File: config.mk
export PLATFORM = sky130hd
export DESIGN_NAME = serial_adder_ctrl
export DESIGN_NICKNAME = d
export VERILOG_FILES = /design/src/rtl/serial_adder_ctrl.sv
export SDC_FILE = /design/constraint.sdc
export NUM_CORES = 1
export LEC_CHECK = 0
export CAP_MARGIN = 20
export CORE_MARGIN = 1
export CORE_UTILIZATION = 59
export CTS_BUF_LIST = sky130_fd_sc_hd__clkbuf_2 sky130_fd_sc_hd__clkbuf_4 sky130_fd_sc_hd__clkbuf_8
export DETAILED_ROUTE_END_ITERATION = 8
export DONT_BUFFER_PORTS = 1
export PLACE_DENSITY = 0.82
export SYNTH_ARGS = -nofsm -noshare
export SYNTH_HDL_FRONTEND = slang
export SYNTH_SLANG_ARGS = --single-unit
File: constraint.sdc
create_clock -name clk -period 1.3 [get_ports clk]
set_input_delay 0.13 -clock clk [delete_from_list [all_inputs] [get_ports clk]]
set_output_delay 0.13 -clock clk [all_outputs]
set_load 0.02 [all_outputs]
File: src/rtl/serial_adder_ctrl.sv
// Bit-serial adder sequencer: one full-adder cell (two half adders + OR) is reused
// LSB-first across WIDTH cycles, with a carry flip-flop between cycles.
module serial_adder_ctrl #(
  parameter int unsigned WIDTH = 8
) (
  input  logic             clk,
  input  logic             rst_n,
  input  logic             start,
  input  logic [WIDTH-1:0] a,
  input  logic [WIDTH-1:0] b,
  output logic             busy,
  output logic             done,
  output logic [WIDTH-1:0] sum,
  output logic             cout
);

  localparam int unsigned CW = $clog2(WIDTH);
  localparam logic [CW-1:0] CNT_LAST = CW'(WIDTH - 1);

  typedef enum logic [1:0] {
    S_IDLE,
    S_RUN,
    S_DONE
  } state_e;

  state_e           state_q, state_d;
  logic [WIDTH-1:0] a_q, a_d;
  logic [WIDTH-1:0] b_q, b_d;
  logic             c_q, c_d;
  logic [WIDTH-2:0] ps_q, ps_d;
  logic [CW-1:0]    cnt_q, cnt_d;
  logic [WIDTH-1:0] sum_q, sum_d;
  logic             cout_q, cout_d;
  logic             busy_q, busy_d;
  logic             done_q, done_d;

  logic             load;
  logic             ha1_s, ha1_c, ha2_c;
  logic             fa_s, fa_c;
  logic [WIDTH-1:0] ps_ext;

  // Shared 1-bit adder cell operating on the current operand LSBs.
  always_comb begin
    ha1_s  = a_q[0] ^ b_q[0];
    ha1_c  = a_q[0] & b_q[0];
    fa_s   = ha1_s ^ c_q;
    ha2_c  = ha1_s & c_q;
    fa_c   = ha1_c | ha2_c;
    ps_ext = {fa_s, ps_q};
  end

  always_comb begin
    state_d = state_q;
    a_d     = a_q;
    b_d     = b_q;
    c_d     = c_q;
    ps_d    = ps_q;
    cnt_d   = cnt_q;
    sum_d   = sum_q;
    cout_d  = cout_q;
    load    = 1'b0;

    case (state_q)
      S_IDLE: begin
        if (start) begin
          load    = 1'b1;
          state_d = S_RUN;
        end
      end
      S_RUN: begin
        a_d   = {1'b0, a_q[WIDTH-1:1]};
        b_d   = {1'b0, b_q[WIDTH-1:1]};
        c_d   = fa_c;
        ps_d  = ps_ext[WIDTH-1:1];
        cnt_d = cnt_q + CW'(1);
        if (cnt_q == CNT_LAST) begin
          sum_d   = ps_ext;
          cout_d  = fa_c;
          cnt_d   = '0;
          state_d = S_DONE;
        end
      end
      S_DONE: begin
        if (start) begin
          load    = 1'b1;
          state_d = S_RUN;
        end else begin
          state_d = S_IDLE;
        end
      end
      default: state_d = S_IDLE;
    endcase

    // Accepted start (from IDLE or DONE) reloads the operand datapath.
    if (load) begin
      a_d   = a;
      b_d   = b;
      c_d   = 1'b0;
      ps_d  = '0;
      cnt_d = '0;
    end

    busy_d = (state_d == S_RUN);
    done_d = (state_d == S_DONE);
  end

  always_ff @(posedge clk or negedge rst_n) begin
    if (!rst_n) begin
      state_q <= S_IDLE;
      a_q     <= '0;
      b_q     <= '0;
      c_q     <= 1'b0;
      ps_q    <= '0;
      cnt_q   <= '0;
      sum_q   <= '0;
      cout_q  <= 1'b0;
      busy_q  <= 1'b0;
      done_q  <= 1'b0;
    end else begin
      state_q <= state_d;
      a_q     <= a_d;
      b_q     <= b_d;
      c_q     <= c_d;
      ps_q    <= ps_d;
      cnt_q   <= cnt_d;
      sum_q   <= sum_d;
      cout_q  <= cout_d;
      busy_q  <= busy_d;
      done_q  <= done_d;
    end
  end

  assign busy = busy_q;
  assign done = done_q;
  assign sum  = sum_q;
  assign cout = cout_q;

endmodule

* After elaboration in Yosys (flattened, before gate mapping)
Index checks and enable logic that the tools add are counted.
Word-level totals: register bits 40
Cells by class: eq/ne operators 5, mux-type cells 17, bitwise gates (word level) 5, reductions and logical operators 4, $add $sub $neg 1
Operator list (number):
- $mux 8 | 4
- $mux 7 | 2
- $mux 3 | 3
- $pmux 2 s3 | 1
- $mux 1 | 5
- $eq 2x1->1 const B | 2
- $eq 2x2->1 const B | 2
- $mux 2 | 2
- $add 3x1->3 const B | 1
- $eq 3x3->1 const B | 1
- $and 1x1->1 | 2
- $logic_not 2->1 | 1
- $reduce_and 2->1 | 1
- $reduce_bool 2->1 | 1
- $reduce_or 2->1 | 1
- $xor 1x1->1 | 2
- $or 1x1->1 | 1

* Depth between registers and ports, before layout
word-level depth 5, depth in mapped cells 5, gate-level depth less buffers 4

* Worst setup path after synthesis
Ideal clock, no wire load.
path kind register to register, start point register cnt_q[0], end point register cout_q (netlist: cout), data arrival time 1.334 ns, slack -0.159 ns, path buffers 1, required time 1.175 ns, stages on the path, launching flop included 6, cells stage by stage dfrtp_1 -> ha_1 -> ha_1 -> nand3b_4 -> buf_6 -> mux2_4
On the way: longest elaborated chain between the ends 2
RTL lines:
- from (decl) | RTL line 31 | logic [CW-1:0] cnt_q, cnt_d;
- from (signal assigned) | RTL line 125 | cnt_q <= cnt_d;
- $eq 3x3->1 | RTL line 76 | if (cnt_q == CNT_LAST) begin
- $reduce_and 2->1 (no source line)
- to (signal assigned) | RTL line 127 | cout_q <= cout_d;
- to (decl) | RTL line 33 | logic cout_q, cout_d;
Every way passes these cells. A chain may end at the register's enable or synchronous reset.

* Worst setup path after layout
start point register a_q[0], end point register ps_q[6]
On the way: longest elaborated chain between the ends 4
RTL lines:
- from (decl) | RTL line 27 | logic [WIDTH-1:0] a_q, a_d;
- from (signal assigned) | RTL line 110 | a_q <= '0;
- from (signal assigned) | RTL line 121 | a_q <= a_d;
- $xor 1x1->1 | RTL line 44 | ha1_s = a_q[0] ^ b_q[0];
- $xor 1x1->1 | RTL line 46 | fa_s = ha1_s ^ c_q;
- via fa_s | RTL line 39 | logic fa_s, fa_c;
- $mux 7 | RTL line 63 | case (state_q)
- $mux 7 | RTL line 95 | if (load) begin
- to (signal assigned) | RTL line 124 | ps_q <= ps_d;
- to (decl) | RTL line 30 | logic [WIDTH-2:0] ps_q, ps_d;
The timed path passes the listed nets, and every way through them passes these cells. The select of a mux whose other input is x is not followed.

==> impl_metrics.json <==
{
  "p_per_area_nw_per_um2": 2070,
  "portBuffers": 0,
  "grt_pass1_wl_um": 6510,
  "gp_congestion": 0.752,
  "clock_latency_ns": 0.34,
  "ys_warn_count": 0,
  "p_leak_nw": 1.21,
  "fin_crit_ns": 1.46,
  "drt_iter0_markers": 89,
  "synth_cells": 144,
  "peakVddDrop_v": 0.000872,
  "fin_ws_ns": -0.159,
  "synth_largest_area_cell": "dfrtp_1",
  "cts.clk_slew.worst_paths_ns": 0.11,
  "drive_gt1_share_pct": 30.1,
  "drv_cap": 0,
  "worst_setup_path_start_kind": "flop",
  "relSlewSlack_pct": 79.2,
  "rows": 20,
  "avgSynthCellArea_um2": 14.1,
  "path_cells": "fa_2 -> mux2_4 -> a22o_1",
  "drcViolationCount": 0,
  "antenna_cells": 0,
  "worstSetupPathType": "reg -> reg",
  "final_common_cell": "mux2i_1",
  "skew_ns": 0.00397,
  "violations": "hold timing, setup timing",
  "worst-path-buf-inv": 0,
  "worstPathMaxFanout": 2,
  "core_area_um2": 3150,
  "die_x_um": 60.7,
  "post-route-cell-area_um2": 2410,
  "avgViaCountPerCell": 5.82,
  "wl_met1_um": 1750,
  "die_area_um2": 3690,
  "cp_slowest_stage_delay_ns": 0.49,
  "wl_um": 4090,
  "timing.hold.ws_ns": -0.00280,
  "synth.area.top_cells": "dfrtp_1, mux2i_1, mux2_4",
  "max_freq_mhz": 685,
  "dp_hpwl_um": 2390,
  "area_delta_synth_final_pct": 18.3,
  "final_cell_mix": "mux2i_1, dfrtp_1, buf_4",
  "wl_met3_um": 177,
  "final_nets": 194,
  "hold_violations": 4,
  "finalMaxSlewViolations": 0,
  "grt_start_max_net_pins": 41,
  "cts_tree": "built",
  "met2_length_um": 2080,
  "hold_path.class": "in -> reg",
  "antenna_left": 0,
  "grt_pass1_vias": 1371,
  "die_h_um": 60.7,
  "yosysUniqueCellTypes": 21,
  "cp_top_family": "adder cells",
  "status": "finished, violations left",
  "critPathCaptureType": "flop",
  "critPathArrivalTime_ns": 1.70,
  "syn_nets": 166,
  "setup_viol": 14,
  "numCtsBuffers": 5,
  "io_pins": 30,
  "cts_buffer_depth": 2,
  "root_buffer": "clkbuf_4",
  "synth_area_um2": 2040,
  "fin_setup_tns_ns": -0.861,
  "rsz0062_at_grt": "yes",
  "start_util_pct": 64.6,
  "dr_total_vias": 1264,
  "clkSinkCount": 40,
  "first_pass_iters": 3,
  "n_fill_cell": 221,
  "routed.top_layer": "met4",
  "wire_per_inst_um": 18.9,
  "critPathRequiredTime_ns": 1.55,
  "period_share_pct": 112,
  "dpl_cell_area_um2": 2110,
  "worstMarginPinSlew_ns": 0.311,
  "synth_top_area_share_pct": 49.2,
  "cpMaxStageDelayCell": "fa_2",
  "antenna_found_initial": 0,
  "synth-seq-cells": 40,
  "grt_usage_pct": 25.1,
  "cts-htree-levels": 2,
  "synth-seq-area-share_pct": 49.2,
  "grt_overflow": 0
}
-- cell type report --
| class | instances | area, µm² | area share [%] |
|---|---|---|---|
| timing repair buffer | 31 | 283 | 11.7 |
| multi-input combinational | 92 | 995 | 41.3 |
| clock buffer | 8 | 66.3 | 2.75 |
| inverter | 2 | 7.51 | 0.312 |
| sequential | 40 | 1000 | 41.6 |
| tap | 44 | 55.1 | 2.29 |
-- routing by layer --
metal,vias to the layer above,GRT usage (%)
li1,587,-
met1,635,28.7
met2,31,43.6
met3,11,7.68
met4,0,10.4
met5,-,0
-- cell families after synthesis --
family | count (synthesis) | share of synthesized area, %
multiplexers | 64 | 34.4
flip-flops | 40 | 49.2
buffers and inverters | 13 | 5.04
AND/OR/NAND/NOR | 13 | 4.86
AO/OA/AOI/OAI | 11 | 4.36
adder cells (fa/ha/maj) | 3 | 2.21
-- worst paths after layout --
path,start,to,slack [ns],depth (start not counted)
worst max-delay path,a_q[0],ps_q[6],-0.16,3
worst min register to register,ps_q[0],sum[0],0.55,1
worst max register to register,a_q[0],ps_q[6],-0.16,3
min in group asynchronous,rst_n,sum[4],0.26,2
worst min-delay path,b[5],b_q[5],-0.003,2
max in group asynchronous,rst_n,state_q[1],0.83,2
-- cells in the mapped netlist, drive strengths merged --
cell	n
mux2i	44
dfrtp	40
buf	11
o21ai	2
mux2	20
nand4bb	1
nor2	2
or3b	2
nand3b	1
nand3	6
or4b	1
ha	2
fa	1
inv	2
a22o	9
-- where the power goes --
group | leakage, nW | internal (mW) | switching (mW)
Combinational | 0.655 | 1.22 | 0.785
Sequential | 0.513 | 1.72 | 0.562
Clock | 0.0394 | 0.309 | 0.385
Total | 1.21 | 3.25 | 1.73
-- what timing repair did --
action | in CTS | in global routing
resized for setup | 5 | 6
cloned | 1 | 0
pin swaps | 1 | 0
setup buffers | 4 | 1
hold buffers | 10 | 3
endpoints found under the setup margin | 14 | 25
endpoints found under the hold margin | 50 | 4
-- stage by stage --
| stage | util (%) | cells | total power [mW] | setup WS (ns) |
|---|---|---|---|---|
| 3_3_place_gp | 67.1 | 190 | 3.86 | -0.109 |
| 5_1_grt | 76.4 | 217 | 5.31 | -0.176 |
| 3_5_place_dp | 67.1 | 190 | 4.03 | -0.148 |
| 2_1_floorplan | - | 144 | 3.61 | -0.110 |
| 6_report | 76.4 | 217 | 4.98 | -0.159 |
| 4_1_cts | 74.7 | 213 | 4.90 | -0.155 |
-- state kept, by name (all words and copies together) (netlist names) --
signal   flops
busy         1
cout         1
cnt_q        3
sum          8
state_q      2
c_q          1
a_q          8
b_q          8
done         1
ps_q         7
No activity file was read; power rests on OpenSTA's default activity.
